--- config.mk ---
export PLATFORM = sky130hd
export DESIGN_NAME = smb_block_fetcher
export DESIGN_NICKNAME = d
export VERILOG_FILES = /design/src/rtl/smb_block_fetcher.sv
export SDC_FILE = /design/constraint.sdc
export NUM_CORES = 2
export LEC_CHECK = 0
export BUFFER_PORTS_ARGS = -buffer_cell sky130_fd_sc_hd__buf_2
export CORE_AREA = 4 4 454 456
export DETAILED_ROUTE_END_ITERATION = 16
export DIE_AREA = 0 0 458 460
export HOLD_SLACK_MARGIN = 0.03
export PLACE_DENSITY = 0.39
export SLEW_MARGIN = 20
export SYNTH_ARGS = -nofsm -noshare
export SYNTH_HDL_FRONTEND = slang
export SYNTH_SLANG_ARGS = --single-unit
--- constraint.sdc ---
create_clock -name i_clock -period 3.5 [get_ports i_clock]
set_clock_uncertainty 0.15 [all_clocks]
set_input_delay 0.35 -clock i_clock [delete_from_list [all_inputs] [get_ports i_clock]]
set_output_delay 0.35 -clock i_clock [all_outputs]
set_load 0.005 [all_outputs]
--- src/rtl/smb_block_fetcher.sv ---
// Block fetcher between the NTLMv2 packet ROM and the HMAC-MD5 stages.
// It captures the NTLM hash, then streams the user+domain and blob words as valid/ready blocks.
module smb_block_fetcher #(
  parameter int unsigned ADDR_W     = 3,
  parameter int unsigned WORD_W     = 512,
  parameter int unsigned HASH_W     = 128,
  parameter int unsigned HASH_ADDR  = 7,
  parameter int unsigned USER_ADDR  = 0,
  parameter int unsigned BLOB_FIRST = 1,
  parameter int unsigned BLOB_LAST  = 6,
  parameter int unsigned RD_LAT     = 2
) (
  input  logic              i_clock,
  input  logic              i_reset,
  input  logic              i_start,
  output logic              o_busy,
  output logic              o_done,
  output logic [ADDR_W-1:0] o_rom_addr,
  input  logic [WORD_W-1:0] i_rom_data,
  output logic [HASH_W-1:0] o_ntlm_hash,
  output logic              o_hash_valid,
  output logic [WORD_W-1:0] o_blk_data,
  output logic              o_blk_user,
  output logic              o_blk_last,
  output logic              o_blk_valid,
  input  logic              i_blk_ready
);

  localparam int unsigned NumBlk = BLOB_LAST - BLOB_FIRST + 2;
  localparam int unsigned CntW   = $clog2(NumBlk + 1);
  localparam int unsigned LatW   = $clog2(RD_LAT + 1);

  localparam logic [ADDR_W-1:0] HashAddr = ADDR_W'(HASH_ADDR);
  localparam logic [ADDR_W-1:0] UserAddr = ADDR_W'(USER_ADDR);
  localparam logic [ADDR_W-1:0] LastAddr = ADDR_W'(BLOB_LAST);
  localparam logic [LatW-1:0]   LatLoad  = LatW'(RD_LAT);
  localparam logic [CntW-1:0]   CntMax   = CntW'(NumBlk);

  typedef enum logic [1:0] {StIdle, StHash, StStream, StDone} state_e;

  state_e              r_state, w_state_nxt;
  logic [ADDR_W-1:0]   r_rom_addr, w_rom_addr_nxt;
  logic [LatW-1:0]     r_lat, w_lat_nxt;
  logic [CntW-1:0]     r_cnt, w_cnt_nxt;
  logic [HASH_W-1:0]   r_hash, w_hash_nxt;
  logic                r_hash_valid, w_hash_valid_nxt;
  logic                r_busy, w_busy_nxt;
  logic                r_done, w_done_nxt;
  logic [WORD_W-1:0]   r_blk_data, w_blk_data_nxt;
  logic                r_blk_user, w_blk_user_nxt;
  logic                r_blk_last, w_blk_last_nxt;
  logic                r_blk_valid, w_blk_valid_nxt;
  logic [WORD_W-1:0]   r_pf_data, w_pf_data_nxt;
  logic                r_pf_user, w_pf_user_nxt;
  logic                r_pf_last, w_pf_last_nxt;
  logic                r_pf_valid, w_pf_valid_nxt;

  logic              w_hs;
  logic              w_cap;
  logic [ADDR_W-1:0] w_issue_addr;

  assign w_hs  = r_blk_valid & i_blk_ready;
  assign w_cap = (r_lat == LatW'(1));
  // r_cnt counts issued stream fetches; fetch 0 (user word) is issued at hash capture.
  assign w_issue_addr = ADDR_W'(BLOB_FIRST + 32'(r_cnt) - 32'd1);

  always_comb begin
    w_state_nxt      = r_state;
    w_rom_addr_nxt   = r_rom_addr;
    w_lat_nxt        = r_lat;
    w_cnt_nxt        = r_cnt;
    w_hash_nxt       = r_hash;
    w_hash_valid_nxt = r_hash_valid;
    w_busy_nxt       = r_busy;
    w_done_nxt       = 1'b0;
    w_blk_data_nxt   = r_blk_data;
    w_blk_user_nxt   = r_blk_user;
    w_blk_last_nxt   = r_blk_last;
    w_blk_valid_nxt  = r_blk_valid;
    w_pf_data_nxt    = r_pf_data;
    w_pf_user_nxt    = r_pf_user;
    w_pf_last_nxt    = r_pf_last;
    w_pf_valid_nxt   = r_pf_valid;

    unique case (r_state)
      StIdle: begin
        if (i_start) begin
          w_state_nxt      = StHash;
          w_rom_addr_nxt   = HashAddr;
          w_busy_nxt       = 1'b1;
          w_hash_valid_nxt = 1'b0;
          w_lat_nxt        = LatLoad;
        end
      end
      StHash: begin
        if (r_lat != '0) w_lat_nxt = r_lat - LatW'(1);
        if (w_cap) begin
          w_hash_nxt       = i_rom_data[HASH_W-1:0];
          w_hash_valid_nxt = 1'b1;
          w_rom_addr_nxt   = UserAddr;
          w_lat_nxt        = LatLoad;
          w_cnt_nxt        = CntW'(1);
          w_state_nxt      = StStream;
        end
      end
      StStream: begin
        if (r_lat != '0) w_lat_nxt = r_lat - LatW'(1);
        if (w_hs) begin
          w_blk_valid_nxt = r_pf_valid;
          if (r_pf_valid) begin
            w_blk_data_nxt = r_pf_data;
            w_blk_user_nxt = r_pf_user;
            w_blk_last_nxt = r_pf_last;
            w_pf_valid_nxt = 1'b0;
          end
          if (r_blk_last) begin
            w_state_nxt = StDone;
            w_busy_nxt  = 1'b0;
            w_done_nxt  = 1'b1;
          end
        end
        // rom_addr still names the in-flight fetch, so it tags the captured word.
        if (w_cap) begin
          if (!r_blk_valid || w_hs) begin
            w_blk_data_nxt  = i_rom_data;
            w_blk_user_nxt  = (r_rom_addr == UserAddr);
            w_blk_last_nxt  = (r_rom_addr == LastAddr);
            w_blk_valid_nxt = 1'b1;
          end else begin
            w_pf_data_nxt  = i_rom_data;
            w_pf_user_nxt  = (r_rom_addr == UserAddr);
            w_pf_last_nxt  = (r_rom_addr == LastAddr);
            w_pf_valid_nxt = 1'b1;
          end
        end
        if ((r_lat <= LatW'(1)) && (r_cnt != CntMax) && !w_pf_valid_nxt) begin
          w_rom_addr_nxt = w_issue_addr;
          w_cnt_nxt      = r_cnt + CntW'(1);
          w_lat_nxt      = LatLoad;
        end
      end
      StDone: begin
        w_state_nxt = StIdle;
      end
      default: w_state_nxt = StIdle;
    endcase
  end

  always_ff @(posedge i_clock or negedge i_reset) begin
    if (!i_reset) begin
      r_state      <= StIdle;
      r_rom_addr   <= '0;
      r_lat        <= '0;
      r_cnt        <= '0;
      r_hash       <= '0;
      r_hash_valid <= 1'b0;
      r_busy       <= 1'b0;
      r_done       <= 1'b0;
      r_blk_data   <= '0;
      r_blk_user   <= 1'b0;
      r_blk_last   <= 1'b0;
      r_blk_valid  <= 1'b0;
      r_pf_data    <= '0;
      r_pf_user    <= 1'b0;
      r_pf_last    <= 1'b0;
      r_pf_valid   <= 1'b0;
    end else begin
      r_state      <= w_state_nxt;
      r_rom_addr   <= w_rom_addr_nxt;
      r_lat        <= w_lat_nxt;
      r_cnt        <= w_cnt_nxt;
      r_hash       <= w_hash_nxt;
      r_hash_valid <= w_hash_valid_nxt;
      r_busy       <= w_busy_nxt;
      r_done       <= w_done_nxt;
      r_blk_data   <= w_blk_data_nxt;
      r_blk_user   <= w_blk_user_nxt;
      r_blk_last   <= w_blk_last_nxt;
      r_blk_valid  <= w_blk_valid_nxt;
      r_pf_data    <= w_pf_data_nxt;
      r_pf_user    <= w_pf_user_nxt;
      r_pf_last    <= w_pf_last_nxt;
      r_pf_valid   <= w_pf_valid_nxt;
    end
  end

  assign o_busy       = r_busy;
  assign o_done       = r_done;
  assign o_rom_addr   = r_rom_addr;
  assign o_ntlm_hash  = r_hash;
  assign o_hash_valid = r_hash_valid;
  assign o_blk_data   = r_blk_data;
  assign o_blk_user   = r_blk_user;
  assign o_blk_last   = r_blk_last;
  assign o_blk_valid  = r_blk_valid;

endmodule

==> results.sh <==
export IMPL_outcome="complete, no violations"
export IMPL_setup_slack_ns=0.804
export IMPL_synth_avg_cell_area_um2=12.6
export IMPL_period_minus_slack_ns=2.70
export IMPL_slew_headroom_pct=27.4
export IMPL_max_freq_mhz=371
export IMPL_post_dp_cell_area_um2=56300
export IMPL_power_per_cell_area_nw_per_um2=822
export IMPL_endpoint_kind="register"
export IMPL_grt_max_degree=146
export IMPL_fin_crit_sh_pct=77.0
export IMPL_grt_busiest_layer="met2"
export IMPL_overflow=0
export IMPL_drtIter0Drc=2037
export IMPL_cpPeakStageDelay_ns=0.42
export IMPL_startpoint="r_lat[1]$_DFFE_PN0P_"
export IMPL_critPathSlowestCell="o22ai_1"
export IMPL_met1_usage_pct=22.4
export IMPL_worstPathArrival_ns=3.16
export IMPL_yosys_warnings=0
export IMPL_die_width_um=458
export IMPL_met2_usage_pct=30.2
export IMPL_via_count=37500
export IMPL_start_util_pct=23.4
export IMPL_crit_end="o_blk_data[239]$_DFFE_PN0P_"
export IMPL_finalHoldViolations=0
export IMPL_ctsHoldBuffers=518
export IMPL_rsz0062_at_grt="false"
export IMPL_stdcell_area_um2=66200
export IMPL_placed_cells=7397
export IMPL_path_class="register to register"
export IMPL_track_usage_pct=18.2
export IMPL_nFillCells=20400
export IMPL_final_nets=5913
export IMPL_hpwlAfterDp_um=138000
export IMPL_r2r_cells=6
export IMPL_synth_area_um2=47200
export IMPL_wl_per_cell_um=24.2
export IMPL_cts_buffers=145
export IMPL_yosys_area_top_type="dfrtp_1"
export IMPL_die_y_um=460
export IMPL_min_path_type="input port to register"
export IMPL_synth_seq_cells=1171
export IMPL_start_kind="register"
export IMPL_worst_pin_slew_ns=1.09
export IMPL_postRouteAntennaNets=0
export IMPL_crit_fanout=107
export IMPL_drv_slew=0
export IMPL_fin_cells=8195
export IMPL_drt_pass1_iter_count=6
export IMPL_drive_above_1_share_pct=30.7
export IMPL_clock_tree_root_cell="clkbuf_16"
export IMPL_syn_inst=3752
export IMPL_htreeDepth=4
export IMPL_cp_depth=6
export IMPL_routed_wl_um=198000
export IMPL_insertion_delay_ns=0.78
export IMPL_setup_viol=0
export IMPL_worst_path_buf_inv=2
export IMPL_peakVddDrop_mv=0.533
export IMPL_synth_cell_type_count=33
export IMPL_reg2reg_slack_ns=0.80
export IMPL_tns_ns=0
export IMPL_grt_use_met3_pct=6.31
export IMPL_first_global_vias=39400
export IMPL_cts_resized=0
export IMPL_portBuffers=1164
export IMPL_drc=0
export IMPL_synth_top_area_share_pct=62.1
export IMPL_rows=165
export IMPL_reg2reg_to="o_blk_data[239]$_DFFE_PN0P_"
export IMPL_grt_pass1_wl_um=287000
export IMPL_clock_sinks=1171
export IMPL_fin_total_pwr_uw=54400
export IMPL_dieArea_um2=211000
export IMPL_crit_top_cell="buf_12"
export IMPL_syn_to_final_growth_pct=40.3
export IMPL_ctsLongestPathBuffers=3
export IMPL_crit_path_cell_trace="nand2b_1, nand4_1, buf_12, buf_12, o22ai_1, a21oi_1"
export IMPL_boundaryPins=1165
export IMPL_netlist_top_cells_area="dfrtp_1 62%, mux2_1 11%, o22ai_1 6.8%"
export IMPL_grt_antenna_before_repair=35
export IMPL_place_gp_congestion=0.797
export IMPL_critPathRequiredTime_ns=3.96
export IMPL_max_cap_viol_count=0
export IMPL_place_ws_ns=0.830
export IMPL_r2r_start="r_lat[1]$_DFFE_PN0P_"
export IMPL_critPathTopFamily="simple AND/OR/NAND/NOR gates"
export IMPL_p_leak_uw=0.0314
export IMPL_syn_nets=4275
export IMPL_clkTransAtPathRegs_ns=0.06
export IMPL_viasPerCell=4.57
export IMPL_cts_setup_buffers=0
export IMPL_yosysSeqAreaShare_pct=62.1
export IMPL_cts_tree="yes"
export IMPL_core_area_um2=202000
## cell usage after synthesis
cell type	n
mux2_2	8
nor4_1	2
o21a_1	1
nor2b_1	3
and2_1	1
inv_1	5
dfrtp_1	1171
nand2_1	11
nor2_1	523
mux2_1	454
mux2i_1	1
o211ai_1	1
clkbuf_1	82
nand2b_1	3
a221oi_1	1
o31ai_1	1
a211oi_1	2
nand4_1	5
nor3_1	1
o41ai_1	1
buf_6	51
buf_4	7
ha_1	7
a21oi_1	525
o22ai_1	514
a31oi_1	1
buf_2	162
mux2_4	180
o2111ai_1	1
o21ai_0	10
buf_1	3
nand3_1	13
nand3b_1	1
## worst min path at each step
stage / depth (start not counted) / slack, ns / endpoint / startpoint
after floorplan: 0 / -0.1 / o_blk_data[0]$_DFFE_PN0P_ / i_reset
after global routing: 3 / 0.14 / r_pf_data[497]$_DFFE_PN0P_ / i_rom_data[497]
after CTS: 3 / 0.08 / r_pf_data[162]$_DFFE_PN0P_ / i_rom_data[162]
final: 3 / 0.19 / r_pf_data[162]$_DFFE_PN0P_ / i_rom_data[162]
after global placement: 1 / 0.18 / o_ntlm_hash[84]$_DFFE_PN0P_ / i_reset
after detailed placement: 1 / 0.20 / o_ntlm_hash[84]$_DFFE_PN0P_ / i_reset
## sequential cells by signal, indices dropped and copies added (netlist names)
signal        cells
o_rom_addr        3
r_pf_last         1
o_blk_user        1
r_cnt             3
o_done            1
o_blk_data      512
r_pf_data       512
o_busy            1
r_pf_valid        1
o_blk_valid       1
r_state           2
o_ntlm_hash     128
r_pf_user         1
r_lat             2
o_blk_last        1
o_hash_valid      1
## per-layer routing
layer / up-vias / routed length [µm]
met5: - / 33
met4: 6 / 5310
met3: 251 / 16000
met2: 1176 / 94600
met1: 19200 / 82400
li1: 16900 / -
## through the flow
step                hold slack [ns]  util (%)
finish                        0.192      32.8
global route                  0.144      32.8
CTS                          0.0817      32.8
detailed placement            0.197      27.9
global placement              0.179      27.9
floorplan                   -0.0956         -
## cell type report
class | instances | area [µm²] | share of cell area [%]
antenna | 22 | 55.1 | 0.0831
clock buffer | 215 | 4220 | 6.38
clock inverter | 43 | 520 | 0.786
inverter | 5 | 18.8 | 0.0283
multi-input combinational | 2271 | 16200 | 24.4
sequential | 1171 | 29300 | 44.2
tap | 2672 | 3340 | 5.05
timing repair buffer | 1796 | 12600 | 19.0
## placed cells by master (no fill, tap or decap), types with 2 or more instances in the layout
| cell | n |
|---|---|
| nor2_1 | 523 |
| clkbuf_8 | 29 |
| diode_2 | 22 |
| nand3_1 | 12 |
| clkbuf_16 | 147 |
| o22ai_1 | 514 |
| buf_4 | 58 |
| dlygate4sd3_1 | 517 |
| clkinv_8 | 4 |
| a21oi_1 | 525 |
| buf_12 | 57 |
| buf_2 | 1164 |
| ha_1 | 6 |
| nand2b_1 | 2 |
| dfrtp_1 | 1171 |
| clkinvlp_4 | 4 |
| mux2_1 | 454 |
| clkinv_16 | 2 |
| clkinv_2 | 20 |
| bufinv_16 | 7 |
| nor2b_1 | 3 |
| mux2_2 | 8 |
| clkbuf_1 | 39 |
| nand2_1 | 10 |
| nor4_1 | 2 |
| inv_6 | 5 |
| mux2_4 | 180 |
| o21ai_0 | 10 |
| inv_1 | 5 |
| nand4_1 | 5 |
## where the power goes
part,switching [µW],internal (µW),total [µW],leakage [µW]
Clock,6240,8890,15100,0.00232
Sequential,3100,19100,22200,0.0143
Combinational,9650,7480,17100,0.0148
## worst register-to-register path: stages, from the launching register on
cell      delay (ns)
dfrtp_1         0.41
nand2b_1        0.36
nand4_1         0.30
buf_12          0.26
buf_12          0.22
o22ai_1         0.71
a21oi_1         0.12
## logic make-up (layout without fill, tap and decap cells)
kind of cell	after synthesis	in the layout	share of synthesized area (%)
DFF	1171	1171	62.1
AOI/OAI and AO/OA	1058	1058	12.6
muxes	643	643	16.8
and+or+nand+nor	563	563	4.60
buffers and inverters	310	2059	3.76
adders and majority gates	7	7	0.185
other	0	22	0
(Power assumes the default switching activity.)
